**config.mk**
```make
export PLATFORM = sky130hd
export DESIGN_NAME = seq_restoring_divider
export DESIGN_NICKNAME = d
export VERILOG_FILES = /design/src/rtl/alu_pkg.sv /design/src/rtl/div_step.sv /design/src/rtl/seq_restoring_divider.sv
export SDC_FILE = /design/constraint.sdc
export NUM_CORES = 1
export LEC_CHECK = 0
export CORE_UTILIZATION = 59
export DETAILED_ROUTE_END_ITERATION = 7
export PLACE_DENSITY = 0.86
export RECOVER_POWER = 100
export SYNTH_ARGS = -nofsm -noshare
export SYNTH_HDL_FRONTEND = slang
export SYNTH_SLANG_ARGS = --single-unit
```
**constraint.sdc**
```tcl
create_clock -name clk -period 3.13 [get_ports clk]
set_input_delay 0.4695 -clock clk [delete_from_list [all_inputs] [get_ports clk]]
set_output_delay 0.4695 -clock clk [all_outputs]
set_load 0.02 [all_outputs]
```
**src/rtl/alu_pkg.sv**
```systemverilog
// Shared ALU definitions: divider FSM states and divider constants.
package alu_pkg;

    typedef enum logic [1:0] {
        IDLE = 2'd0,
        CALC = 2'd1,
        DONE = 2'd2
    } div_state_t;

    localparam int DIV_WIDTH_DEFAULT = 8;
    localparam int DIV_MAX_WIDTH     = 16;

    // Quotient reported for a zero divisor; sliced down to the divider width.
    localparam logic [DIV_MAX_WIDTH-1:0] DIV_ZERO_QUOTIENT = {DIV_MAX_WIDTH{1'b1}};

endpackage

```
**src/rtl/div_step.sv**
```systemverilog
// One combinational restoring-division iteration: shift in the next dividend
// bit, trial-subtract the divisor, keep the difference only if it is non-negative.
module div_step #(
    parameter int WIDTH = 8
) (
    input  logic [WIDTH-1:0] i_r,
    input  logic [WIDTH-1:0] i_q,
    input  logic [WIDTH-1:0] i_divisor,
    output logic [WIDTH-1:0] o_r_next,
    output logic [WIDTH-1:0] o_q_next
);

    logic [WIDTH:0] w_trial;
    logic           w_fits;

    // Trial value is WIDTH+1 bits so the shifted remainder never overflows.
    // When it fits, the true difference is below 2^WIDTH, so a WIDTH-bit subtract is exact.
    always_comb begin
        w_trial  = {i_r, i_q[WIDTH-1]};
        w_fits   = (w_trial >= {1'b0, i_divisor});
        o_q_next = {i_q[WIDTH-2:0], w_fits};
        o_r_next = w_trial[WIDTH-1:0];
        if (w_fits) begin
            o_r_next = w_trial[WIDTH-1:0] - i_divisor;
        end
    end

endmodule

```
**src/rtl/seq_restoring_divider.sv**
```systemverilog
// Multi-cycle unsigned restoring divider with a start/busy/done handshake.
// One quotient bit per clock; results hold until the next completed request.
module seq_restoring_divider
    import alu_pkg::*;
#(
    parameter int WIDTH = DIV_WIDTH_DEFAULT
) (
    input  logic             clk,
    input  logic             rst,
    input  logic             i_start,
    input  logic [WIDTH-1:0] i_dividend,
    input  logic [WIDTH-1:0] i_divisor,
    output logic             o_busy,
    output logic             o_done,
    output logic [WIDTH-1:0] o_quotient,
    output logic [WIDTH-1:0] o_remainder,
    output logic             o_div_by_zero
);

    localparam int CW = (WIDTH > 1) ? $clog2(WIDTH) : 1;

    div_state_t       r_state;
    div_state_t       w_state_next;
    logic [WIDTH-1:0] r_rem;
    logic [WIDTH-1:0] r_q;
    logic [WIDTH-1:0] r_div;
    logic [CW-1:0]    r_cnt;
    logic [WIDTH-1:0] r_quot_out;
    logic [WIDTH-1:0] r_rem_out;
    logic             r_dz;
    logic [WIDTH-1:0] w_r_next;
    logic [WIDTH-1:0] w_q_next;
    logic             w_last_step;

    div_step #(.WIDTH(WIDTH)) u_step (
        .i_r       (r_rem),
        .i_q       (r_q),
        .i_divisor (r_div),
        .o_r_next  (w_r_next),
        .o_q_next  (w_q_next)
    );

    assign w_last_step = (r_cnt == '0);

    // State register.
    always_ff @(posedge clk or posedge rst) begin
        if (rst) begin
            r_state <= IDLE;
        end else begin
            r_state <= w_state_next;
        end
    end

    // Next-state and handshake outputs; start only matters in IDLE.
    always_comb begin
        w_state_next = r_state;
        o_busy       = 1'b0;
        o_done       = 1'b0;
        case (r_state)
            IDLE: begin
                if (i_start) begin
                    w_state_next = (i_divisor == '0) ? DONE : CALC;
                end
            end
            CALC: begin
                o_busy = 1'b1;
                if (w_last_step) begin
                    w_state_next = DONE;
                end
            end
            DONE: begin
                o_busy       = 1'b1;
                o_done       = 1'b1;
                w_state_next = IDLE;
            end
            default: w_state_next = IDLE;
        endcase
    end

    // Datapath: capture operands, iterate, and load results as DONE is entered
    // so they are already valid during the done cycle.
    always_ff @(posedge clk or posedge rst) begin
        if (rst) begin
            r_rem      <= '0;
            r_q        <= '0;
            r_div      <= '0;
            r_cnt      <= '0;
            r_quot_out <= '0;
            r_rem_out  <= '0;
            r_dz       <= 1'b0;
        end else begin
            case (r_state)
                IDLE: begin
                    if (i_start) begin
                        if (i_divisor != '0) begin
                            r_q   <= i_dividend;
                            r_div <= i_divisor;
                            r_rem <= '0;
                            r_cnt <= CW'(WIDTH - 1);
                            r_dz  <= 1'b0;
                        end else begin
                            r_quot_out <= DIV_ZERO_QUOTIENT[WIDTH-1:0];
                            r_rem_out  <= i_dividend;
                            r_dz       <= 1'b1;
                        end
                    end
                end
                CALC: begin
                    r_rem <= w_r_next;
                    r_q   <= w_q_next;
                    if (w_last_step) begin
                        r_quot_out <= w_q_next;
                        r_rem_out  <= w_r_next;
                    end else begin
                        r_cnt <= r_cnt - CW'(1);
                    end
                end
                default: ;
            endcase
        end
    end

    assign o_quotient    = r_quot_out;
    assign o_remainder   = r_rem_out;
    assign o_div_by_zero = r_dz;

endmodule

```
; ---- Yosys cells after proc, flatten, opt, wreduce, memory -nomap -nowiden
; Index checks and enable logic that the tools add are counted.
[totals]
register_bits = 46
latch_bits = 0
ramBits = 0
romBits = 0
memories = 0
[op_classes]
n_addsub = 2
mul = 0
n_div = 0
order_cmp = 1
eq_ne = 7
n_shift = 0
n_mux = 26
bitwise = 0
n_reduce_logical = 12
[op_table]
columns = op, n
row1 = 8-bit 2-to-1 mux, 11
row2 = 8-bit one-hot mux with 2 select lines, 4
row3 = "2-bit != test, second input constant", 5
row4 = 9-bit by 8-bit greater-or-equal comparator with 1-bit output, 1
row5 = 3-bit 2-to-1 mux, 3
row6 = 8-bit zero test, 1
row7 = 4-bit AND reduction, 2
row8 = 8-bit nonzero test, 1
row9 = 8-bit subtractor, 1
row10 = 2-bit 2-to-1 mux, 3
row11 = 3-bit one-hot mux with 2 select lines, 1
row12 = 3-bit AND reduction, 2
row13 = 2-bit one-hot mux with 2 select lines, 1
row14 = 2-bit AND reduction, 2
row15 = 3-bit zero test, 1
row16 = 1-bit 2-to-1 mux, 3
row17 = "3-bit by 1-bit subtractor with 3-bit output, second input constant", 1
row18 = "2-bit by 1-bit == test with 1-bit output, second input constant", 1
row19 = "2-bit == test, second input constant", 1
row20 = 2-bit zero test, 1
row21 = 2-bit nonzero test, 1
row22 = 2-bit OR reduction, 1

; ---- Logic depth before layout (Yosys ltp)
; Gate-level depths: netlist of the first run.
[depth]
ltp_word = 4
ltp_mapped = 9
ltp_nobuf = 8

; ---- Cells and area by module
; A second synthesis of the first run with hierarchy kept.
[hier_totals]
hier_cells = 259
hier_area_um2 = 2834.0
[modules_own_cells]
columns = module, n_inst, cells_per_inst, area_each_um2, seq_area_each_um2
row1 = seq_restoring_divider, 1, 185, 2234.6, 1151.1
row2 = div_step, 1, 74, 599.3, 0.0

; ---- Worst setup path after synthesis of the first run
; Ideal clock, no wire load.
[synth_path]
path_type = reg2reg
startpoint = reg r_rem[5]
endpoint = reg r_rem[1]
setup_time_ns = 0.094
t_arrival_ns = 2.018
required_time_ns = 3.036
slack_ns = 1.018
stages_incl_launch_ff = 8
n_path_buf = 1
period_less_slack_ns = 2.112
cell_sequence = dfrtp_1 ha_1 a21o_1 a2bb2oi_1 nor3b_2 buf_6 mux2_4 a221oi_2
[synth_between]
elab_chain_len = 3
[synth_rtl]
columns = item, line
row1 = start: declaration, seq_restoring_divider.sv:24  ; logic [WIDTH-1:0] r_rem;
row2 = start signal: assignment, seq_restoring_divider.sv:109  ; r_rem <= w_r_next;
row3 = 9-bit by 8-bit greater-or-equal comparator with 1-bit output, div_step.sv:20  ; w_fits = (w_trial >= {1'b0, i_divisor});
row4 = 8-bit 2-to-1 mux, div_step.sv:23  ; if (w_fits) begin
row5 = 8-bit one-hot mux with 2 select lines, seq_restoring_divider.sv:92  ; case (r_state)
; Every way passes these cells.
; A chain may end at the register's enable or synchronous reset.

; ---- Worst setup path after layout of the first run
[layout_path]
startpoint = reg r_rem[5]
endpoint = reg r_rem_out[0] (netlist: o_remainder[0])
[layout_between]
elab_chain_len = 4
[layout_rtl]
columns = item, line
row1 = 9-bit by 8-bit greater-or-equal comparator with 1-bit output, div_step.sv:20
row2 = 8-bit 2-to-1 mux, div_step.sv:23
row3 = 8-bit 2-to-1 mux, seq_restoring_divider.sv:111  ; if (w_last_step) begin
row4 = 8-bit one-hot mux with 2 select lines, seq_restoring_divider.sv:92
row5 = end signal: assignment, seq_restoring_divider.sv:103  ; r_rem_out <= i_dividend;
row6 = end signal: assignment, seq_restoring_divider.sv:113  ; r_rem_out <= w_r_next;
row7 = end: declaration, seq_restoring_divider.sv:29  ; logic [WIDTH-1:0] r_rem_out;
; Every way passes these cells. The select of a mux whose other input is x is not followed.

==> results of run 1 <==
==> cell type report <==
cell class | instances | area (um^2)
well taps | 50 | 62.56
multi-input cells | 195 | 1297
flip-flops and latches | 46 | 1151
fillers | 298 | 1013
repair buffers | 45 | 411.6
inverters | 26 | 97.59
clock buffers | 6 | 72.57
clock inverters | 2 | 37.54
==> kinds of logic (layout without fill, tap and decap cells) <==
kind of cell,Yosys count,count (layout)
compound gates,84,84
xor+xnor,3,3
fa+ha+maj,14,14
buf+inv,38,79
flops,46,46
mux,15,15
simple gates,79,79
==> where the power goes <==
part / leakage (nW) / switching [mW] / internal [mW]
combinational: 0.832 / 0.998 / 0.684
clock: 0.0514 / 0.209 / 0.238
sequential: 0.588 / 0.122 / 0.783
total: 1.47 / 1.33 / 1.71
==> metrics by stage <==
stage               setup slack, ns  instance area [um^2]  hold slack, ns  util, %  power, mW
floorplan                     1.018                  2629          0.4505        -      2.196
global placement             0.4875                  3052          0.4741    73.64      2.569
detailed placement           0.4492                  3052          0.4833    73.64      2.616
CTS                          0.6118                  3162          0.5052    76.30      3.075
global route                 0.4011                  3131          0.5432    75.54      3.279
finish                       0.5478                  3131          0.4924    75.54      3.034
==> flip-flops by register name (all words and copies together), names as in the netlist <==
register / count
r_cnt: 3
r_rem: 8
r_div: 8
r_state: 2
o_remainder: 8
o_div_by_zero: 1
r_q: 8
o_quotient: 8
==> placed cells by master (no fill, tap or decap), types with 2 or more instances in the layout <==
master           instances
dfrtp_1                 46
nor2_1                  32
o21ai_0                 27
inv_1                   25
nand2_1                 25
dlygate4sd3_1           21
a31oi_1                 16
clkdlybuf4s50_1         16
ha_1                    13
mux2i_1                 12
a21oi_1                 10
a221oi_1                 7
clkbuf_1                 6
clkbuf_8                 5
nand2b_1                 4
nor3_1                   4
nand3b_1                 3
a21o_1                   3
a22oi_1                  3
buf_4                    3
nor4_1                   2
a211oi_1                 2
a211o_1                  2
a221oi_2                 2
xor2_1                   2
or2_2                    2
o2bb2ai_1                2
==> per-layer routing <==
| metal | track usage, % | part of all wire, % | vias to the layer above |
|---|---|---|---|
| met3 | 7.072 | 6.1 | 10 |
| li1 | - | - | 1078 |
| met2 | 45.22 | 48 | 80 |
| met5 | 0 | 0 | - |
| met4 | 8.163 | 1.3 | 0 |
| met1 | 34.36 | 45 | 1100 |
==> cell usage after synthesis, types with 2 or more instances <==
library cell  number  share of area (%)
dfrtp_1           46                 44
nor2_1            31                4.4
o21ai_0           27                5.1
inv_1             26                3.7
nand2_1           25                3.6
a31oi_1           16                3.8
ha_1              13                6.2
mux2i_1           12                4.6
a21oi_1            9                1.7
a221oi_1           6                2.0
clkbuf_1           6               0.86
nand2b_1           4               0.95
nor3_1             4               0.76
a21o_1             3               0.86
a221oi_2           3                1.7
a22oi_1            3               0.86
nand3b_1           3               0.86
a211o_1            2               0.67
a211oi_1           2               0.57
a21oi_2            2               0.67
buf_2              2               0.38
buf_4              2               0.57
buf_6              2               0.86
mux2_2             2               0.86
nor4_1             2               0.48
o2bb2ai_1          2               0.67
or2_2              2               0.48
xor2_1             2               0.67
==> path summary, 6_finish.rpt <==
check / slack [ns] / depth (start not counted) / end
max reg2reg: 0.55 / 7 / o_remainder[0]
max in group asynchronous: 1.42 / 3 / r_div[0]
min in group asynchronous: 0.73 / 2 / r_q[2]
min: 0.49 / 2 / o_div_by_zero
max: 0.55 / 7 / o_remainder[0]
min reg2reg: 0.49 / 2 / o_div_by_zero
==> worst max-delay path: stages (launching register included) <==
cell	delay, ns
dfrtp_1	0.43
ha_1	0.39
a21o_1	0.21
a2bb2oi_1	0.22
nor3b_2	0.37
buf_4	0.24
mux2_1	0.38
a221oi_2	0.27
==> results.ini, run 1 <==
[sta]
fin_setup_tns_ns = 0
slew_viol_final = 0
finalSetupViolCount = 0
hold_viol = 0
period_share_pct = 82.50
fin_worst_skew_ns = 0.004587
rsz0062_at_grt = no
period_minus_slack_ns = 2.582
slew_headroom_pct = 29.49
fmax_mhz = 387.3
worstMarginPinSlew_ns = 1.051

[logic_synthesis]
synth_compound_area_share_pct = 21.89
yosys.area_share.simple_pct = 13.99
syn_area_per_cell_um2 = 9.422
synth_area_mm2 = 0.002629
synth_top_family_by_area = compound AO/OA/AOI/OAI gates
postSynthNetCount = 312
synth_edf_count = 0
synth_seq_cells = 46
yosysSeqAreaShare_pct = 43.79
ys_async_sr_fraction_pct = 100.0
synth_mux_area_share_pct = 5.997
syn_inst = 279
yosys.cell_types.count = 48
synth-xor-area-share_pct = 0.9995
yosysWarnings = 0
ys.flop_type = dfrtp_1
synth-adder-area-share_pct = 6.949

[worst_hold_path]
worstHoldStart = o_div_by_zero
hold_class = reg2reg

[setup_path]
path_class = reg2reg
worstPathArrival_ns = 2.81
r2r_start = r_rem[5]
cp_max_fo = 7
required_ns = 3.35
crit_path_end_kind = register
critPathLaunchType = register
startpoint = r_rem[5]

[route]
dr.pass1.iters = 5
wire_per_inst_um = 15.44
drc = 0
drt_wl_total_um = 5713
viasPerCell = 6.130
initialDrtViolationCount = 172
num_vias = 2268
antenna_left = 0

[cts]
cts_buffer_depth = 2
post_cts_buffers = 0
postCtsHoldBufs = 0
htreeDepth = 2
cts-buffers-inserted = 5
clk_latency_ns = 0.31
cts.sinks = 46
clk_pin_slew_worst_paths_ns = 0.08
cts_tree = built
cts-root-buf = clkbuf_8
ctsResizeCount = 0

[flow_run]
cap_violations = 0

[global_routing]
grt_max_degree = 31
grt_use_total_pct = 27.06
grt.overflow.total = 0
grt_antenna_before_repair = 0
grt_pass1_vias = 1998
grt_first_pass_wirelength_um = 9108

[place]
dp_hpwl_um = 4187
portBuffers = 37
gp_congestion = 0.8583
dp_cells = 362

[power_and_ir_drop]
ir_drop_v = 0.0006268
p_per_area_mw_per_mm2 = 969.3
p_leak_nw = 1.471

[layout]
layout.nets = 352
layoutNonFillerInstCount = 370
n_antenna_cell = 0
drive_above_1_share_pct = 7.500
area_growth_pct = 19.09

[floorplan]
core_area_mm2 = 0.004144
die_h_um = 68.75
pin_count = 38
initial_core_util_pct = 63.44
die_w_um = 68.75
core.rowCount = 23
die-area_mm2 = 0.004727

[status]
status = finished clean

No activity file was read; power rests on OpenSTA's default activity.
==> run 2, diff against run 1 <==
CORE_UTILIZATION = 49   (was 59)
PLACE_DENSITY = 0.76   (was 0.86)
clock period = 2.26 ns   (was 3.13 ns; I/O delays follow)
==> results.ini, run 2 (synthesis gave the netlist of run 1 again) <==
[status]
status = finished clean

[layout]
n_antenna_cell = 0
final.fill_count = 415
final_cell_mix = dfrtp_1 (46), nor2_1 (32), o21ai_0 (27)
area_growth_pct = 31.13
layoutNonFillerInstCount = 414
drive_above_1_share_pct = 17.73
layout.nets = 376
mostFrequentLayoutCell = dfrtp_1

[setup_path]
cp_slowest_cell = dfrtp_1
max_stage_delay_ns = 0.42
cp_max_fo = 3
worstPathArrival_ns = 2.40
path_class = reg2reg
crit_path_end_kind = register
critPathLaunchType = register
cp_cell_sequence = ha_1 > nand3_2 > a2bb2oi_2 > nor3b_4 > buf_4 > mux2_4 > a221oi_2
required_ns = 2.47

[power_and_ir_drop]
seq_power_share_pct = 26.8
p_comb_share_pct = 59.6
swShare_pct = 43.45
p_leak_nw = 1.623
switching_power_mw = 2.036
ir_drop_v = 0.0006306
p_clk_share_pct = 13.6
p_per_area_mw_per_mm2 = 1359
power.internal_mw = 2.650

[global_routing]
grt_use_total_pct = 24.61
grt_pass1_vias = 2215
grt_antenna_before_repair = 0
grt_util_met2_pct = 38.04
met3_usage_pct = 5.355
grt_max_degree = 47
grt_first_pass_wirelength_um = 10320
met1_usage_pct = 34.36
grt.busiest_layer = met2
grt.overflow.total = 0

[sta]
postLayoutSetupSlackWorst_ns = 0.06985
fmax_mhz = 456.6
slew_headroom_pct = 23.02
period_minus_slack_ns = 2.190
worstMarginPinSlew_ns = 1.155
hold_viol = 0
slew_viol_final = 0
period_share_pct = 96.91
fin_worst_skew_ns = 0.01083
finalSetupViolCount = 0

[floorplan]
die_w_um = 75.25
pin_count = 38
die_h_um = 75.25
initial_core_util_pct = 51.14
core_area_mm2 = 0.005140
core.rowCount = 26
die-area_mm2 = 0.005662

[route]
dr.pass1.iters = 4
antenna_left = 0
viasPerCell = 5.623
drc = 0
initialDrtViolationCount = 217
wire_per_inst_um = 15.53
num_vias = 2328
drt_wl_total_um = 6430

[place]
portBuffers = 37
gp_congestion = 0.8744
dp_cells = 403
dp_slack_ns = -0.1287
dp_hpwl_um = 4530

[cts]
clk_latency_ns = 0.31
cts-buffers-inserted = 5
postCtsHoldBufs = 0
cts_tree = built
cts.sinks = 46
clk_pin_slew_worst_paths_ns = 0.10
cts_buffer_depth = 2
cts-root-buf = clkbuf_8
htreeDepth = 2

[flow_run]
cap_violations = 0

[worst_hold_path]
hold_class = reg2reg

run 2: cell types whose count changed in the layout (fill, tap and decap cells not counted), moves of 2 or more:
| cell | before | now |
|---|---|---|
| buf_12 | 0 | 2 |
| ha_4 | 0 | 3 |
| clkbuf_4 | 0 | 2 |
| clkbuf_1 | 6 | 1 |
| clkbuf_2 | 0 | 3 |
| ha_1 | 13 | 10 |
| buf_4 | 3 | 23 |
run 2: metal layers:
| layer | up-vias | share of wire [%] | wire length, um |
|---|---|---|---|
| li1 | 1130 | - | - |
| met1 | 1125 | 46 | 2961 |
| met2 | 65 | 49 | 3153 |
| met3 | 8 | 3.7 | 241 |
| met4 | 0 | 1.2 | 74 |
| met5 | - | 0 | 0 |
run 2: what timing repair did:
action	4_1_cts	5_1_grt
setup endpoints to repair	1	10
buffers inserted	0	3
gates resized for setup	1	10
pin swaps	0	1
cloned	0	0
run 2: area by class of cell:
cell class	instances	area (um^2)	share of cell area [%]
multi-input cells	195	1370	39.75
flip-flops and latches	46	1151	33.39
repair buffers	69	628.1	18.22
inverters	26	97.59	2.831
well taps	70	87.58	2.541
clock buffers	5	68.82	1.996
clock inverters	3	43.79	1.270
run 2: per-stage QoR:
stage,instance area (um^2),setup TNS (ns),total power [mW],utilization (%),hold WS (ns)
6_report,3447,0,4.686,67.06,0.5055
5_1_grt,3447,-0.01300,5.067,67.06,0.5308
4_1_cts,3391,0,4.513,65.97,0.5135
3_5_place_dp,3272,-1.046,3.830,63.66,0.4925
3_3_place_gp,3272,-0.6366,3.752,63.66,0.4752
2_1_floorplan,2629,0,3.041,-,0.4505
run 2: worst paths after layout:
kind                            slack, ns       endpoint          start  cells past startpoint
worst max register to register       0.07       r_rem[1]       r_rem[4]                      7
worst min-delay path                 0.51  o_div_by_zero  o_div_by_zero                      2
max in group asynchronous            0.72     r_state[1]            rst                      3
min in group asynchronous            0.84       r_cnt[0]            rst                      3
worst max-delay path                 0.07       r_rem[1]       r_rem[4]                      7
worst min register to register       0.51  o_div_by_zero  o_div_by_zero                      2
run 2: power groups by stage:
stage / clock network, mW / logic [mW] / registers [mW]
floorplan: 0 / 1.78 / 1.26
global placement: 0 / 2.50 / 1.25
detailed placement: 0 / 2.57 / 1.26
CTS: 0.641 / 2.62 / 1.25
global route: 0.690 / 3.10 / 1.28
finish: 0.638 / 2.79 / 1.25
run 2: worst max-delay path: cells and delay by family, from the launching register on:
| kind | cells | cell delay, ns |
|---|---|---|
| AOI/OAI and AO/OA | 2 | 0.45 |
| and+or+nand+nor | 2 | 0.42 |
| buffers and inverters | 1 | 0.16 |
| adders and majority gates | 1 | 0.34 |
| DFF | 1 | 0.42 |
| muxes | 1 | 0.31 |
==> run 3, diff against run 2 <==
clock period = 2 ns   (was 2.26 ns; I/O delays follow)
==> results.ini, run 3 (synthesis gave the netlist of run 1 again) <==
[status]
status = complete, but fails checks
failed_checks = setup timing

[route]
num_vias = 2453
viasPerCell = 5.600
drc = 0
dr.pass1.iters = 4
initialDrtViolationCount = 171
wire_per_inst_um = 17.06
antenna_left = 0
drt_wl_total_um = 7472

[place]
portBuffers = 37
dp_slack_ns = -0.3425
dp_hpwl_um = 5050
gp_congestion = 0.8480
dp_cells = 422

[layout]
layout.nets = 400
n_antenna_cell = 0
layoutNonFillerInstCount = 438
final.fill_count = 379
final_util_pct = 74.44
final_cell_mix = buf_4 (48), dfrtp_1 (46), nor2_1 (31)
area_growth_pct = 45.55
drive_above_1_share_pct = 29.89
mostFrequentLayoutCell = buf_4

[sta]
fin_worst_skew_ns = 0.006488
period_minus_slack_ns = 2.130
worstMarginPinSlew_ns = 1.147
period_share_pct = 106.5
slew_headroom_pct = 23.56
slew_viol_final = 0
fin_setup_tns_ns = -1.232
fmax_mhz = 469.5
rsz0062_at_grt = yes
hold_viol = 0
postLayoutSetupSlackWorst_ns = -0.1301
finalSetupViolCount = 16

[power_and_ir_drop]
ir_drop_v = 0.001034
p_leak_nw = 1.772
p_per_area_mw_per_mm2 = 1639
power_mw = 6.273

[setup_path]
crit_path_end_kind = register
cp_cell_sequence = ha_4 > nand3b_1 > a211oi_2 > nor3b_4 > buf_6 > mux2i_4 > a221oi_2
required_ns = 2.20
worstPathArrival_ns = 2.33
cp_max_fo = 7
critPathLaunchType = register
crit_buf_inv = 1
cp_slowest_cell = dfrtp_1
path_class = reg2reg
max_stage_delay_ns = 0.46
cpLargestDelayFamily = compound AO/OA/AOI/OAI gates

[floorplan]
initial_core_util_pct = 51.14
die_h_um = 75.25
pin_count = 38
core.rowCount = 26
die_w_um = 75.25
core_area_mm2 = 0.005140
die-area_mm2 = 0.005662

[cts]
postCtsHoldBufs = 0
cts_tree = built
cts-root-buf = clkbuf_8
clk_latency_ns = 0.30
cts_buffer_depth = 2
clk_pin_slew_worst_paths_ns = 0.09
htreeDepth = 2
cts.sinks = 46
cts-buffers-inserted = 5

[global_routing]
grt.overflow.total = 0
grt_use_total_pct = 26.48
grt_max_degree = 47
grt_antenna_before_repair = 0
grt_pass1_vias = 2415
grt_first_pass_wirelength_um = 11130

[flow_run]
cap_violations = 0

[worst_hold_path]
hold_class = reg2reg

==> run 3: area by class of cell <==
type	count	area (um^2)	share of cell area, %
Multi-Input combinational cell	195	1577	41.20
Sequential cell	46	1151	30.08
Timing Repair Buffer	93	827.0	21.62
Inverter	26	97.59	2.551
Tap cell	70	87.58	2.289
Clock buffer	6	72.57	1.897
Clock inverter	2	13.76	0.3597
==> run 3: worst reg2reg max path: stages, from the launching register on <==
cell and delay [ns]:
dfrtp_1 0.46, ha_4 0.33, nand3b_1 0.17, a211oi_2 0.32, nor3b_4 0.11, buf_6 0.17, mux2i_4 0.20, a221oi_2 0.28
==> run 3: path summary, 6_finish.rpt <==
check,slack (ns),to,cells after the start,start
min in group asynchronous,0.80,o_quotient[2],3,rst
max reg2reg,-0.13,o_remainder[3],7,r_rem[1]
max,-0.13,o_remainder[3],7,r_rem[1]
max in group asynchronous,0.50,r_rem[5],3,rst
min reg2reg,0.52,o_div_by_zero,2,o_div_by_zero
min,0.52,o_div_by_zero,2,o_div_by_zero
==> run 3: layer usage <==
| metal | vias to the layer above | wire [um] | GRT usage [%] |
|---|---|---|---|
| li1 | 1174 | - | - |
| met1 | 1197 | 3226 | 34.11 |
| met2 | 59 | 3772 | 45.45 |
| met3 | 23 | 230 | 3.213 |
| met4 | 0 | 243 | 10.91 |
| met5 | - | 0 | 0 |
==> run 3: where the power goes <==
group          switching (mW)  internal (mW)
Sequential              0.210           1.23
Clock                   0.336          0.248
Combinational            2.25           2.01
==> run 3: repair_timing <==
item | 4_1_cts | 5_1_grt
pin swaps | 16 | 17
endpoints found under the hold margin | 0 | 0
resized for setup | 22 | 20
setup endpoints to repair | 14 | 31
cloned | 0 | 1
buffers inserted | 4 | 3
==> run 3: metrics by stage <==
stage	hold slack (ns)	area, um^2
5_1_grt	0.5546	3826
4_1_cts	0.3578	3701
3_3_place_gp	0.4807	3468
2_1_floorplan	0.4168	2695
6_report	0.5155	3826
3_5_place_dp	0.4903	3468
